**src/rtl/mdio_pkg.sv**
```systemverilog
// Shared MDIO definitions: Clause 22/45 start and opcode fields, the master's
// state type and the read-opcode decode used by the controller.
package mdio_pkg;

  localparam logic [1:0] ST_C22 = 2'b01;
  localparam logic [1:0] ST_C45 = 2'b00;

  localparam logic [1:0] OP_C22_WRITE    = 2'b01;
  localparam logic [1:0] OP_C22_READ     = 2'b10;
  localparam logic [1:0] OP_C45_ADDR     = 2'b00;
  localparam logic [1:0] OP_C45_WRITE    = 2'b01;
  localparam logic [1:0] OP_C45_READ     = 2'b11;
  localparam logic [1:0] OP_C45_READ_INC = 2'b10;

  // Turnaround the master drives on write and address frames.
  localparam logic [1:0] TA_WRITE = 2'b10;

  typedef enum logic [2:0] {
    S_IDLE,
    S_PRE,
    S_FRAME,
    S_GAP,
    S_ERR
  } state_t;

  function automatic logic is_read(input logic c45, input logic [1:0] op);
    if (c45) return (op == OP_C45_READ) || (op == OP_C45_READ_INC);
    else     return (op == OP_C22_READ);
  endfunction

  function automatic logic is_legal(input logic c45, input logic [1:0] op);
    return c45 || (op == OP_C22_WRITE) || (op == OP_C22_READ);
  endfunction

endpackage

```
**src/rtl/mdio_clkgen.sv**
```systemverilog
// MDC generator: divides clk by 2*CLK_DIV while run is high and flags the
// clock edges at which MDC is about to rise or fall.
module mdio_clkgen #(
  parameter int CLK_DIV = 10
) (
  input  logic clk,
  input  logic rst_n,
  input  logic run,
  output logic mdc,
  output logic fall_stb,
  output logic rise_stb
);

  localparam int DW = (CLK_DIV > 1) ? $clog2(CLK_DIV) : 1;
  localparam logic [DW-1:0] CNT_LAST = DW'(CLK_DIV - 1);

  logic [DW-1:0] cnt;
  logic          half_end;

  // Strobes are valid in the cycle before the MDC transition, so logic
  // clocked on them updates at the same edge MDC moves.
  assign half_end = run && (cnt == CNT_LAST);
  assign rise_stb = half_end && !mdc;
  assign fall_stb = half_end && mdc;

  always_ff @(posedge clk or negedge rst_n) begin
    if (!rst_n) begin
      cnt <= '0;
      mdc <= 1'b0;
    end else if (!run) begin
      cnt <= '0;
      mdc <= 1'b0;
    end else if (half_end) begin
      cnt <= '0;
      mdc <= ~mdc;
    end else begin
      cnt <= cnt + DW'(1);
    end
  end

endmodule

```
**src/rtl/mdio_ctrl.sv**
```systemverilog
// MDIO management master: accepts one request, runs a Clause 22/45 frame with
// optional preamble, then reports read data or an error on a one-cycle pulse.
module mdio_ctrl
  import mdio_pkg::*;
#(
  parameter int CLK_DIV = 10,
  parameter int PRE_LEN = 32
) (
  input  logic        clk,
  input  logic        rst_n,
  input  logic        req_valid,
  output logic        req_ready,
  input  logic        req_c45,
  input  logic [1:0]  req_op,
  input  logic [4:0]  req_phyad,
  input  logic [4:0]  req_regad,
  input  logic [15:0] req_data,
  output logic        rsp_valid,
  output logic [15:0] rsp_data,
  output logic        rsp_err,
  output logic        mdc,
  output logic        mdio_o,
  output logic        mdio_oe,
  input  logic        mdio_i
);

  // bit_cnt counts down within a state; these are its values on the TA bits.
  localparam logic [5:0] TA1_CNT = 6'd17;
  localparam logic [5:0] TA2_CNT = 6'd16;

  state_t      state;
  logic [5:0]  bit_cnt;
  logic [31:0] shreg;
  logic [31:0] frame_req;
  logic        rd_q;
  logic        ta_err;
  logic        run;
  logic        fall_stb;
  logic        rise_stb;

  assign run       = (state == S_PRE) || (state == S_FRAME) || (state == S_GAP);
  assign frame_req = {(req_c45 ? ST_C45 : ST_C22), req_op, req_phyad, req_regad,
                      TA_WRITE, req_data};
  assign rsp_valid = (state == S_ERR) || ((state == S_GAP) && fall_stb);

  mdio_clkgen #(.CLK_DIV(CLK_DIV)) u_clkgen (
    .clk      (clk),
    .rst_n    (rst_n),
    .run      (run),
    .mdc      (mdc),
    .fall_stb (fall_stb),
    .rise_stb (rise_stb)
  );

  // Read data is sampled into the low end of the frame register; each fall
  // shifts it up, so after the last DATA bit shreg[15:0] holds the word.
  always_ff @(posedge clk or negedge rst_n) begin
    if (!rst_n) begin
      state     <= S_IDLE;
      bit_cnt   <= '0;
      shreg     <= '0;
      rd_q      <= 1'b0;
      ta_err    <= 1'b0;
      req_ready <= 1'b0;
      mdio_o    <= 1'b1;
      mdio_oe   <= 1'b0;
      rsp_data  <= '0;
      rsp_err   <= 1'b0;
    end else begin
      case (state)
        S_IDLE: begin
          if (req_valid && req_ready) begin
            req_ready <= 1'b0;
            ta_err    <= 1'b0;
            if (!is_legal(req_c45, req_op)) begin
              state    <= S_ERR;
              rsp_err  <= 1'b1;
              rsp_data <= '0;
            end else begin
              rd_q    <= is_read(req_c45, req_op);
              shreg   <= frame_req;
              mdio_oe <= 1'b1;
              if (PRE_LEN == 0) begin
                state   <= S_FRAME;
                bit_cnt <= 6'd31;
                mdio_o  <= frame_req[31];
              end else begin
                state   <= S_PRE;
                bit_cnt <= 6'(PRE_LEN - 1);
                mdio_o  <= 1'b1;
              end
            end
          end else begin
            req_ready <= 1'b1;
          end
        end

        S_PRE: begin
          if (fall_stb) begin
            if (bit_cnt == 6'd0) begin
              state   <= S_FRAME;
              bit_cnt <= 6'd31;
              mdio_o  <= shreg[31];
            end else begin
              bit_cnt <= bit_cnt - 6'd1;
            end
          end
        end

        S_FRAME: begin
          if (rise_stb && rd_q) begin
            if (bit_cnt == TA2_CNT) ta_err <= mdio_i;
            else if (bit_cnt < TA2_CNT) shreg[0] <= mdio_i;
          end
          if (fall_stb) begin
            if (bit_cnt == 6'd0) begin
              state    <= S_GAP;
              mdio_o   <= 1'b1;
              mdio_oe  <= 1'b0;
              rsp_data <= rd_q ? shreg[15:0] : 16'h0000;
              rsp_err  <= rd_q && ta_err;
            end else begin
              bit_cnt <= bit_cnt - 6'd1;
              shreg   <= {shreg[30:0], 1'b0};
              if (rd_q && (bit_cnt <= TA1_CNT + 6'd1)) begin
                mdio_o  <= 1'b1;
                mdio_oe <= 1'b0;
              end else begin
                mdio_o  <= shreg[30];
                mdio_oe <= 1'b1;
              end
            end
          end
        end

        S_GAP: begin
          if (fall_stb) begin
            state     <= S_IDLE;
            req_ready <= 1'b1;
          end
        end

        S_ERR: begin
          state     <= S_IDLE;
          req_ready <= 1'b1;
        end

        default: state <= S_IDLE;
      endcase
    end
  end

endmodule

```
**config.mk**
```make
export PLATFORM = sky130hd
export DESIGN_NAME = mdio_ctrl
export DESIGN_NICKNAME = d
export VERILOG_FILES = /design/src/rtl/mdio_pkg.sv /design/src/rtl/mdio_clkgen.sv /design/src/rtl/mdio_ctrl.sv
export SDC_FILE = /design/constraint.sdc
export NUM_CORES = 1
export LEC_CHECK = 0
export CORE_MARGIN = 3
export CORE_UTILIZATION = 53
export DETAILED_ROUTE_END_ITERATION = 12
export GPL_TIMING_DRIVEN = 1
export PLACE_DENSITY_LB_ADDON = 0.05
export SLEW_MARGIN = 20
export SYNTH_ARGS = -nofsm -noshare
export SYNTH_HDL_FRONTEND = slang
export SYNTH_HIERARCHICAL = 1
export SYNTH_SLANG_ARGS = --single-unit
export TNS_END_PERCENT = 20
```
**constraint.sdc**
```tcl
create_clock -name clk -period 3.4 [get_ports clk]
set_clock_uncertainty 0.1 [all_clocks]
set_input_delay 0.51 -clock clk [delete_from_list [all_inputs] [get_ports clk]]
set_output_delay 0.51 -clock clk [all_outputs]
set_load 0.005 [all_outputs]
```
Word-level counts from Yosys, hierarchy flattened
Cells that the tools add are included.

$add $sub $neg: 2. $mul: 0. Divide/modulo/power cells: 0. Order comparisons: 2. Equality and inequality tests: 21. Shift-type cells: 0. Mux-type cells: 59. Bitwise gates (word level): 1. Reduce and logical (&&, ||, !) cells: 30.

Operators with widths (count): 32-bit 2-to-1 mux (4); 16-bit 2-to-1 mux (5); 32-bit one-hot mux with 2 select lines (1); 6-bit 2-to-1 mux (6); 16-bit one-hot mux with 2 select lines (1); 1-bit 2-to-1 mux (26); 3-bit 2-to-1 mux (7); 6-bit one-hot mux with 3 select lines (1); 6-bit AND reduction (3); 2-bit != test, second input constant (8); 3-bit one-hot mux with 4 select lines (1); 5-bit AND reduction (2); 1-bit logical AND (8); 4-bit 2-to-1 mux (2); 2-bit by 1-bit != test with 1-bit output, second input constant (4); 4-bit AND reduction (2); 3-bit by 2-bit equality test with 1-bit output, second input constant (2); 6-bit by 5-bit equality test with 1-bit output, second input constant (1); 6-bit by 5-bit less-or-equal comparator with 1-bit output, second input constant (1); 6-bit logical NOT (1); 1-bit logical OR (6); 6-bit by 5-bit less-than comparator with 1-bit output, second input constant (1); 1-bit one-hot mux with 2 select lines (3); 1-bit one-hot mux with 3 select lines (2); 14 further kinds (17).

Flip-flop bits (word level): 68. Latch bits: 0. RAM bits: 0. ROM bits: 0. Input port bits: 33. Output and inout port bits: 22. Word-level logic and storage cells: 128. Memories: 0.

Logic depth before layout (Yosys ltp)
Gate-level depths: netlist of the first run.

Depth after elaboration: 10. Depth in mapped cells: 11. Gate-level depth less buffers: 9.

Hierarchy
Netlist of the first run, hierarchy kept.

By module, submodules not included: mdio_ctrl (instances 1, cells each 336, area an instance 3164.3 µm², seq. area each 1577.8 µm²); mdio_clkgen (instances 1, cells each 25, area an instance 260.2 µm², seq. area each 125.1 µm²).

Worst setup path before layout of the first run
Ideal clock, no wire load.

Kind: reg-to-reg. Start point: reg state[1]. End point: reg shreg[21]. Setup time: 0.073 ns. Data arrival time: 2.256 ns. Data required time: 3.227 ns. Slack: 0.971 ns. Stages on the path, launching flop included: 12. Buffers on the path: 3. Period minus slack after synthesis: 2.429 ns. Cell sequence: dfrtp_1 > buf_2 > nor2_1 > nor2_1 > and3_1 > nor4b_1 > a31oi_1 > and3_1 > buf_2 > clkbuf_1 > nor2_1 > a21oi_2.

Cells in the longest elaborated chain, start to end: 7. Elaborated cells between the ends (all ways): 15. Those cells by class: eq/ne (7); mux (1); reduce/logical (7).

Ends and longest elaborated chain: start, declared (line mdio_ctrl.sv:31) `state_t state;`; start signal, assigned (line mdio_ctrl.sv:59) `state <= S_IDLE;`; start signal, assigned (line mdio_ctrl.sv:76) `state <= S_ERR;`; start signal, assigned (line mdio_ctrl.sv:84) `state <= S_FRAME;`; 3-bit by 1-bit equality test with 1-bit output / 3-bit by 2-bit equality test with 1-bit output (equally long branches) (line mdio_ctrl.sv:41) `assign run = (state == S_PRE) || (state == S_FRAME) || (state == S_GAP);`; 1-bit logical OR (line mdio_ctrl.sv:41); 1-bit logical OR * (line mdio_ctrl.sv:41); via run (line mdio_ctrl.sv:37) `logic run;`; 1-bit logical AND * (line mdio_clkgen.sv:22) `assign half_end = run && (cnt == CNT_LAST);`; 1-bit logical AND * (line mdio_clkgen.sv:24) `assign fall_stb = half_end && mdc;`; via fall_stb (line mdio_ctrl.sv:38) `logic fall_stb;`; 2-bit != test (no source line) *; 5-bit AND reduction (no source line) *; end signal, assigned (line mdio_ctrl.sv:81) `shreg <= frame_req;`; end signal, assigned (line mdio_ctrl.sv:124) `shreg <= {shreg[30:0], 1'b0};`; end, declared (line mdio_ctrl.sv:33) `logic [31:0] shreg;`.

Mark *: on every way through the listed nets, which the timed path passes. The rest lies on a longest branch. A chain may end at the register's enable or synchronous reset.

Worst setup path in the final report of the first run
Start point: reg state[2]. End point: out rsp_valid.

Cells in the longest elaborated chain, start to end: 7. Elaborated cells between the ends (all ways): 10. Those cells by class: eq/ne (4); reduce/logical (6).

Ends and longest elaborated chain: 3-bit by 1-bit equality test with 1-bit output / 3-bit by 2-bit equality test with 1-bit output (equally long branches) (line mdio_ctrl.sv:41); 1-bit logical OR (line mdio_ctrl.sv:41); 1-bit logical OR * (line mdio_ctrl.sv:41); via run (line mdio_ctrl.sv:37); 1-bit logical AND * (line mdio_clkgen.sv:22); 1-bit logical AND * (line mdio_clkgen.sv:24); via fall_stb (line mdio_ctrl.sv:38); 1-bit logical AND * (line mdio_ctrl.sv:44) `assign rsp_valid = (state == S_ERR) || ((state == S_GAP) && fall_stb);`; 1-bit logical OR * (line mdio_ctrl.sv:44); end, declared (line mdio_ctrl.sv:18) `output logic rsp_valid,`.

Marks and branches as above.

==> out/results.ini, run 1 <==
[detailed_routing]
drtAntennaViolNets = 0
vias = 2797
drt_pass1_iterations = 4
routedWlPerCell_um = 15.42
drt-initial-drc-count = 167
viasPerCell = 5.673
drc = 0
wl_mm = 7.604

[die]
die_x_um = 86.38
die_y_um = 86.38
placementRows = 28
start_util = 0.5618
coreArea_sq_um = 6096
ios = 55
die_area_sq_um = 7462

[global_route]
grt_pass1_vias = 2773
grt_max_degree = 40
grt.total_usage = 0.2186
grt_pass1_wl_mm = 12.85
antenna_found_initial = 0
grt-ovfl-total = 0

[cts]
clk_path_buf_depth = 2
cts_hold_buf = 0
clkLatencyLatePin_ns = 0.34
cts_tree = built
numClockSinks = 68
clk_pin_slew_ns = 0.07
post_cts_buffers = 0
cts_resized = 0
numCtsBuffers = 9
cts_root_buffer = clkbuf_8
htreeDepth = 3

[hold_path]
hold_class = input port to asynchronous set/reset pin

[worst_setup_path]
end_kind = primary output
worstSetupStartpoint = state[2]
cp.required_ns = 2.79
slowest_delay_ns = 0.56
cp.arrival_ns = 2.50
rrSetupSlack_ns = 0.55
critPathCapture = rsp_valid
worstSetupStartpointType = register
crit_fanout = 15
rr_startpoint = state[2]
crit_slowest_cell = dfrtp_1
worstRegToRegCells = 8
reg2reg_to = shreg[5]
path_class = register to primary output
crit_chain = nor2_1 > and3_1 > nand2_1 > o21ai_0 > clkdlybuf4s50_1

[yosys]
synth_warnings = 6
synth-seq-cells = 68
synthTopCellsByCount = dfrtp_1 (67), nor2_1 (47), a22oi_1 (28), a21oi_1 (27), inv_1 (23)
synth_area_sq_um = 3425
synthArstFlopShare = 1.000
synth_nets = 397
synth-edff-count = 0
synth.area.top_cells = dfrtp_1 (49%), a22oi_1 (6.1%), nor2_1 (5.2%), a21oi_1 (3.9%), nand3_1 (2.9%)
synth_cell_types = 51
ys.flop_type = dfrtp_1
synthCells = 361
syn_area_per_cell_sq_um = 9.486
yosys.area.top_type = dfrtp_1
synth.most_common_cell = dfrtp_1
ys_seq_area_frac = 0.4973
synth.top_cell.area_share = 0.4896

[sta]
worstMarginPinSlew_ns = 0.8912
relSlewSlack = 0.4059
finalSetupViolations = 0
layout_worst_path_cycle_share = 0.9139
layout_min_cycle_time_ns = 3.107
whs_ns = 0.1919
final_max_slew_viol_count = 0
rsz0062_at_grt = no
final.setup.tns_ns = 0
max_freq_mhz = 321.8
hold_violations = 0

[finish]
drive_gt1_frac = 0.1172
layout.nets = 449
diodes = 0
syn_to_final_growth_pct = 24.55

[flow_run]
drv_cap = 0

[place]
portBuffers = 54
gp_congestion = 0.8657
place_hpwl_mm = 5.148

[power_and_ir_drop]
peakVddDrop_uv = 445.8
leakage_nw = 1.771
power_density_nw_per_um2 = 735.0

[outcome]
outcome = completed

layer usage:
layer,GRT usage,routed length (um)
met5,0,0
met3,0.03422,324
met4,0.09632,147
met1,0.3004,3617
met2,0.3435,3516
final cells by class:
type | instances | area (sq um)
inverter | 24 | 90.09
clock inverter | 7 | 122.6
timing repair buffer | 64 | 623.1
tap | 75 | 93.84
multi-input combinational | 246 | 1509
clock buffer | 9 | 123.9
sequential | 68 | 1703
fill | 488 | 1831
registers in the layout (all words and copies together), names as in the netlist:
name          flops
req_ready         1
mdio_oe           1
ta_err            1
shreg            32
rd_q              1
state             3
u_clkgen/mdc      1
rsp_err           1
u_clkgen/cnt      4
mdio_o            1
rsp_data         16
bit_cnt           6
kinds of logic after synthesis:
family,count (synthesis),synth area share
simple gates,120,0.1746
fa+ha+maj,3,0.01096
flops,68,0.4973
buf+inv,47,0.06430
mux,8,0.02448
compound gates,110,0.2156
xor+xnor,5,0.01279
worst min-delay path by stage:
stage | from | end | cells after the start
2_1_floorplan | rst_n | bit_cnt[0] | 0
3_3_place_gp | u_clkgen/cnt[0] | u_clkgen/cnt[0] | 1
3_5_place_dp | u_clkgen/cnt[0] | u_clkgen/cnt[0] | 1
4_1_cts | rst_n | u_clkgen/cnt[0] | 1
5_1_grt | rst_n | u_clkgen/cnt[0] | 1
6_report | rst_n | u_clkgen/cnt[0] | 1
where the power goes:
part	internal [W]	switching [W]	total, W
registers	0.00118	0.000296	0.00148
logic	0.000502	0.000348	0.000850
clock network	0.000491	0.000318	0.000809
total	0.00217	0.000962	0.00314
through the flow:
stage / cells / total power, W / setup slack, ns / instance area, sq um / utilization
finish: 493 / 0.003135 / 0.2929 / 4265 / 0.6997
global route: 493 / 0.003364 / 0.04797 / 4265 / 0.6997
CTS: 493 / 0.003162 / 0.2695 / 4265 / 0.6997
detailed placement: 477 / 0.002343 / 0.5867 / 4019 / 0.6593
global placement: 477 / 0.002298 / 0.6920 / 4019 / 0.6593
floorplan: 361 / 0.001886 / 0.9709 / 3425 / -
worst max-delay path, delay by kind of cell, from the launching register on:
family / cells / cell delay, ns
buffers and inverters: 1 / 0.52
flip-flops: 1 / 0.56
AND/OR/NAND/NOR: 3 / 0.89
AO/OA/AOI/OAI: 1 / 0.19
placed cells by master, fill, tap and decap left out, types with 2 or more instances in the layout:
master,synthesis,final
nand2_1,19,19
nor3b_1,3,3
o22ai_1,2,2
a22oi_1,28,28
mux2_2,3,3
clkdlybuf4s50_1,0,53
bufinv_16,0,3
nand2b_1,4,4
o31ai_1,2,2
inv_1,23,23
nand3_1,20,20
clkinvlp_4,0,2
ha_1,3,3
and3_1,4,3
nand4_1,3,3
a21oi_2,10,10
nor2_1,47,47
or3_1,2,2
and2_1,2,2
mux2i_1,5,5
o21ai_0,16,16
clkbuf_8,0,9
a21oi_1,27,27
buf_4,0,9
o21ai_1,14,14
nor3_1,3,3
xor2_1,4,4
dfrtp_1,67,67
a211oi_1,2,2
Note: power is estimated with default switching activity, not from simulation.
==> run 2, diff against run 1 <==
--- a/config.mk
+++ b/config.mk
@@ -6,7 +6,8 @@
 export NUM_CORES = 1
 export LEC_CHECK = 0
 export CORE_MARGIN = 3
-export CORE_UTILIZATION = 53
+export CORE_UTILIZATION = 55
+export CTS_BUF_LIST = sky130_fd_sc_hd__clkbuf_8
 export DETAILED_ROUTE_END_ITERATION = 12
 export GPL_TIMING_DRIVEN = 1
 export PLACE_DENSITY_LB_ADDON = 0.05
==> run 2 against run 1 <==
Against the previous run: sequential share of layout area increased by 0.17 points; critical path type unchanged; global-route usage grew 0.50 points; count of clock-buffer cells in the layout stayed put; largest cell class unchanged.
==> out/results.ini, run 2 (synthesized netlist as in run 1, its figures left out) <==
[outcome]
outcome = completed

[sta]
max_freq_mhz = 328.3
worstMarginPinSlew_ns = 0.9163
layout_min_cycle_time_ns = 3.046
final.setup.tns_ns = 0
final_max_slew_viol_count = 0
relSlewSlack = 0.3888
hold_violations = 0
layout_worst_path_cycle_share = 0.8960
finalSetupViolations = 0
rsz0062_at_grt = no
fin_ws_ns = 0.3536

[detailed_routing]
drtAntennaViolNets = 0
vias = 2826
highest-signal-layer = met4
met3_length_um = 397
routedWlPerCell_um = 15.42
drt_pass1_iterations = 4
drc = 0
wl_met2_mm = 3.581
viasPerCell = 5.767
wl_mm = 7.554
met1_length_mm = 3.446
drt-initial-drc-count = 223

[power_and_ir_drop]
total_power_w = 0.003124
leakage_nw = 1.766
power_density_nw_per_um2 = 735.0
clkPwrFrac = 0.260
peakVddDrop_uv = 460.8
pwr-share-seq = 0.466
switching_share = 0.3055
p_sw_w = 0.0009545
p_int_w = 0.002170
power_frac_comb = 0.274

[worst_setup_path]
end_kind = primary output
worstSetupStartpoint = state[1]
reg2reg_to = shreg[4]
crit_fanout = 17
rr_startpoint = u_clkgen/cnt[0]
worstSetupStartpointType = register
cp.arrival_ns = 2.44
worstRegToRegCells = 9
cp.required_ns = 2.79
path_class = register to primary output
rrSetupSlack_ns = 0.80

[finish]
final_cell_mix = dfrtp_1 (66), clkdlybuf4s50_1 (53), nor2_1 (47)
top_register = shreg
top_regs = shreg: 32 flops, rsp_data: 16 flops, bit_cnt: 6 flops
largest_reg_flops = 32
drive_gt1_frac = 0.1108
diodes = 0
layout.nets = 446
final_common_cell = dfrtp_1
final_cells = 490
syn_to_final_growth_pct = 24.11
fillers = 458

[global_route]
antenna_found_initial = 0
grt_pass1_wl_mm = 12.94
grt-ovfl-total = 0
grt_max_degree = 60
grt_pass1_vias = 2723
grt.total_usage = 0.2236

[cts]
cts_root_buffer = clkbuf_8
clkLatencyLatePin_ns = 0.35
cts_tree = built
clk_path_buf_depth = 2
post_cts_buffers = 0
clk_pin_slew_ns = 0.07
numClockSinks = 68
htreeDepth = 3
numCtsBuffers = 9

[die]
ios = 55
die_x_um = 84.91
coreArea_sq_um = 5991
placementRows = 28
start_util = 0.5716
die_y_um = 84.91
die_area_sq_um = 7209

[place]
placedCellCount = 474
pre_cts_ws_ns = 0.5739
gp_congestion = 0.8909
place_hpwl_mm = 5.009
portBuffers = 54

[flow_run]
drv_cap = 0

[hold_path]
hold_class = input port to asynchronous set/reset pin

[run 2: changes by cell type in the layout (fill, tap and decap cells not counted)]
cell / previous run / this run
clkinv_4: 1 / 2
dfrtp_2: 0 / 1
clkinvlp_4: 2 / 0
inv_1: 23 / 24
buf_4: 9 / 5
clkinv_2: 0 / 1
dfrtp_1: 67 / 66
buf_12: 1 / 2
inv_6: 1 / 0
[run 2: stage by stage]
stage / utilization / hold WS, ns / instance area, sq um
floorplan: - / 0.1144 / 3425
global placement: 0.6692 / 0.3735 / 4009
detailed placement: 0.6692 / 0.3911 / 4009
CTS: 0.7093 / 0.1185 / 4249
global route: 0.7095 / 0.1320 / 4250
finish: 0.7095 / 0.09884 / 4250
[run 2: cell type report]
class / count / area, sq um / share of cell area
sequential: 68 / 1704 / 0.4009
multi-input combinational: 246 / 1509 / 0.3550
timing repair buffer: 61 / 613.1 / 0.1442
clock buffer: 9 / 123.9 / 0.02914
clock inverter: 7 / 116.4 / 0.02738
tap: 75 / 93.84 / 0.02208
inverter: 24 / 90.09 / 0.02120
[run 2: how the worst max path moves through the flow]
stage / end / slack (ns)
after detailed placement: rsp_valid / 0.57
final: rsp_valid / 0.35
after global placement: rsp_valid / 0.68
after CTS: rsp_valid / 0.20
after global routing: rsp_valid / 0.13
after floorplan: shreg[21] / 0.97
[run 2: power by group through the flow]
stage	clock network, W	registers (W)	logic (W)
final	0.000812	0.00145	0.000857
after CTS	0.000818	0.00145	0.000873
after global routing	0.000854	0.00151	0.000972
after global placement	0	0.00145	0.000830
after floorplan	0	0.00142	0.000467
after detailed placement	0	0.00146	0.000859
[run 2: critical path: stages (launching register included)]
cell,delay (ns)
dfrtp_2,0.54
nor2_1,0.12
nor2_1,0.25
and3_1,0.33
nand2_1,0.17
o21ai_0,0.17
clkdlybuf4s50_1,0.52
[run 2: routing by layer]
layer	up-vias	track usage
li1	1371	-
met1	1366	0.3048
met3	12	0.04272
met4	0	0.08633
met5	-	0
met2	77	0.3559
[run 2: what timing repair did]
| item | in CTS | in global routing |
|---|---|---|
| gates resized for setup | 0 | 1 |
| hold buffers | 0 | 0 |
| endpoints found under the setup margin | 0 | 1 |
==> run 3, diff against run 2 <==
--- a/config.mk
+++ b/config.mk
@@ -11,7 +11,6 @@
 export DETAILED_ROUTE_END_ITERATION = 12
 export GPL_TIMING_DRIVEN = 1
 export PLACE_DENSITY_LB_ADDON = 0.05
-export SLEW_MARGIN = 20
 export SYNTH_ARGS = -nofsm -noshare
 export SYNTH_HDL_FRONTEND = slang
 export SYNTH_HIERARCHICAL = 1
==> constraint.sdc (replaced) <==
create_clock -name clk -period 3.4 [get_ports clk]
set_clock_uncertainty 0.1 [all_clocks]
set_input_delay 0.68 -clock clk [delete_from_list [all_inputs] [get_ports clk]]
set_output_delay 0.68 -clock clk [all_outputs]
set_load 0.005 [all_outputs]
==> run 3 against run 2 <==
Against the previous run: sequential share of layout area rose by 0.30 points; total power fell by 5.0%; global-route usage rose by 0.14 points; cell area fell by 0.82%; critical endpoint unchanged.
==> out/results.ini, run 3 (synthesized netlist as in run 1, its figures left out) <==
[outcome]
outcome = completed

[finish]
final_cell_mix = dfrtp_1 (67), clkdlybuf4s50_1 (53), nor2_1 (47)
fillers = 478
syn_to_final_growth_pct = 23.09
final_common_cell = dfrtp_1
diodes = 0
post-route-cell-area_sq_um = 4215
layout.nets = 448
top_register = shreg
largest_reg_flops = 32
drive_gt1_frac = 0.1127
top_regs = shreg: 32 flops, rsp_data: 16 flops, bit_cnt: 6 flops

[detailed_routing]
drtAntennaViolNets = 0
drt_pass1_iterations = 5
drt-initial-drc-count = 247
wl_mm = 7.556
routedWlPerCell_um = 15.36
vias = 2811
drc = 0
viasPerCell = 5.713

[die]
ios = 55
die_y_um = 84.91
coreArea_sq_um = 5991
placementRows = 28
start_util = 0.5716
die_x_um = 84.91
die_area_sq_um = 7209

[sta]
final.setup.tns_ns = 0
rsz0062_at_grt = no
worstMarginPinSlew_ns = 0.8928
hold_violations = 0
relSlewSlack = 0.4044
layout_worst_path_cycle_share = 0.9374
final_max_slew_viol_count = 0
layout_min_cycle_time_ns = 3.187
finalSetupViolations = 0
max_freq_mhz = 313.7
fin_ws_ns = 0.2127

[place]
placement.cell_area_sq_um = 4024
place_hpwl_mm = 5.083
portBuffers = 54
pre_cts_ws_ns = 0.5754
gp_congestion = 0.8809

[worst_setup_path]
worstSetupStartpoint = u_clkgen/cnt[1]
end_kind = primary output
rr_startpoint = u_clkgen/cnt[0]
worstSetupStartpointType = register
rrSetupSlack_ns = 0.77
worstRegToRegCells = 9
reg2reg_to = shreg[1]
crit_fanout = 6
cp.required_ns = 2.62
critPathCapture = rsp_valid
path_class = register to primary output
cp.arrival_ns = 2.41

[global_route]
grt_pass1_wl_mm = 13.04
grt-ovfl-total = 0
grt_pass1_vias = 2790
grt_max_degree = 60
grt.total_usage = 0.2250
antenna_found_initial = 0

[power_and_ir_drop]
power_density_nw_per_um2 = 703.8
pwr-share-seq = 0.494
switching_share = 0.3202
power_frac_comb = 0.285
leakage_nw = 1.748
p_sw_w = 0.0009498
clkPwrFrac = 0.221
peakVddDrop_uv = 534.0
p_int_w = 0.002017
total_power_w = 0.002967

[cts]
clk_path_buf_depth = 2
numClockSinks = 68
numCtsBuffers = 9
clkLatencyLatePin_ns = 0.35
htreeDepth = 3
clk_pin_slew_ns = 0.08
cts_hold_buf = 0
cts_resized = 0
cts_root_buffer = clkbuf_8
cts_tree = built
post_cts_buffers = 0

[flow_run]
drv_cap = 0

[hold_path]
hold_class = input port to asynchronous set/reset pin

-- run 3: changes by cell type in the layout (fill, tap and decap cells not counted) --
| cell | before | now |
|---|---|---|
| clkinv_4 | 2 | 0 |
| inv_6 | 0 | 1 |
| dfrtp_2 | 1 | 0 |
| bufinv_16 | 3 | 1 |
| clkinv_2 | 1 | 2 |
| dfrtp_1 | 66 | 67 |
| buf_4 | 5 | 7 |
| clkinvlp_4 | 0 | 2 |
-- run 3: power by group through the flow --
stage | registers (W) | logic [W] | clock network [W]
floorplan | 0.00142 | 0.000467 | 0
global placement | 0.00146 | 0.000825 | 0
detailed placement | 0.00147 | 0.000858 | 0
CTS | 0.00146 | 0.000862 | 0.000663
global route | 0.00152 | 0.000953 | 0.000706
finish | 0.00146 | 0.000846 | 0.000656
-- run 3: final cells by class --
type	count	area, sq um	area share
clock buffers	9	123.9	0.02939
clock inverters	7	67.56	0.01603
inverters	24	90.09	0.02137
multi-input cells	246	1509	0.3580
flip-flops and latches	68	1703	0.4040
well taps	75	93.84	0.02226
repair buffers	63	628.1	0.1490
-- run 3: worst min-delay path by stage --
stage / to / slack, ns
after floorplan: bit_cnt[0] / 0.28
final: shreg[4] / 0.33
after global routing: rsp_data[5] / 0.38
after detailed placement: u_clkgen/cnt[0] / 0.39
after global placement: u_clkgen/cnt[0] / 0.37
after CTS: rsp_data[5] / 0.34
-- run 3: per-layer routing --
layer	routed length, um	track usage
met4	133	0.08058
met5	0	0
met2	3475	0.3580
met3	427	0.05146
met1	3518	0.3038
-- run 3: worst max-delay path: stages (launching register included) --
cell and delay, ns:
dfrtp_1 0.40, inv_1 0.06, ha_1 0.17, and3b_1 0.25, and3_1 0.31, nand2_1 0.18, o21ai_0 0.17, clkdlybuf4s50_1 0.52
-- run 3: through the flow --
step / instances / hold WS, ns / utilization
2_1_floorplan: 361 / 0.2844 / -
3_3_place_gp: 476 / 0.3750 / 0.6717
3_5_place_dp: 476 / 0.3895 / 0.6717
4_1_cts: 492 / 0.3437 / 0.7036
5_1_grt: 492 / 0.3835 / 0.7036
6_report: 492 / 0.3276 / 0.7036
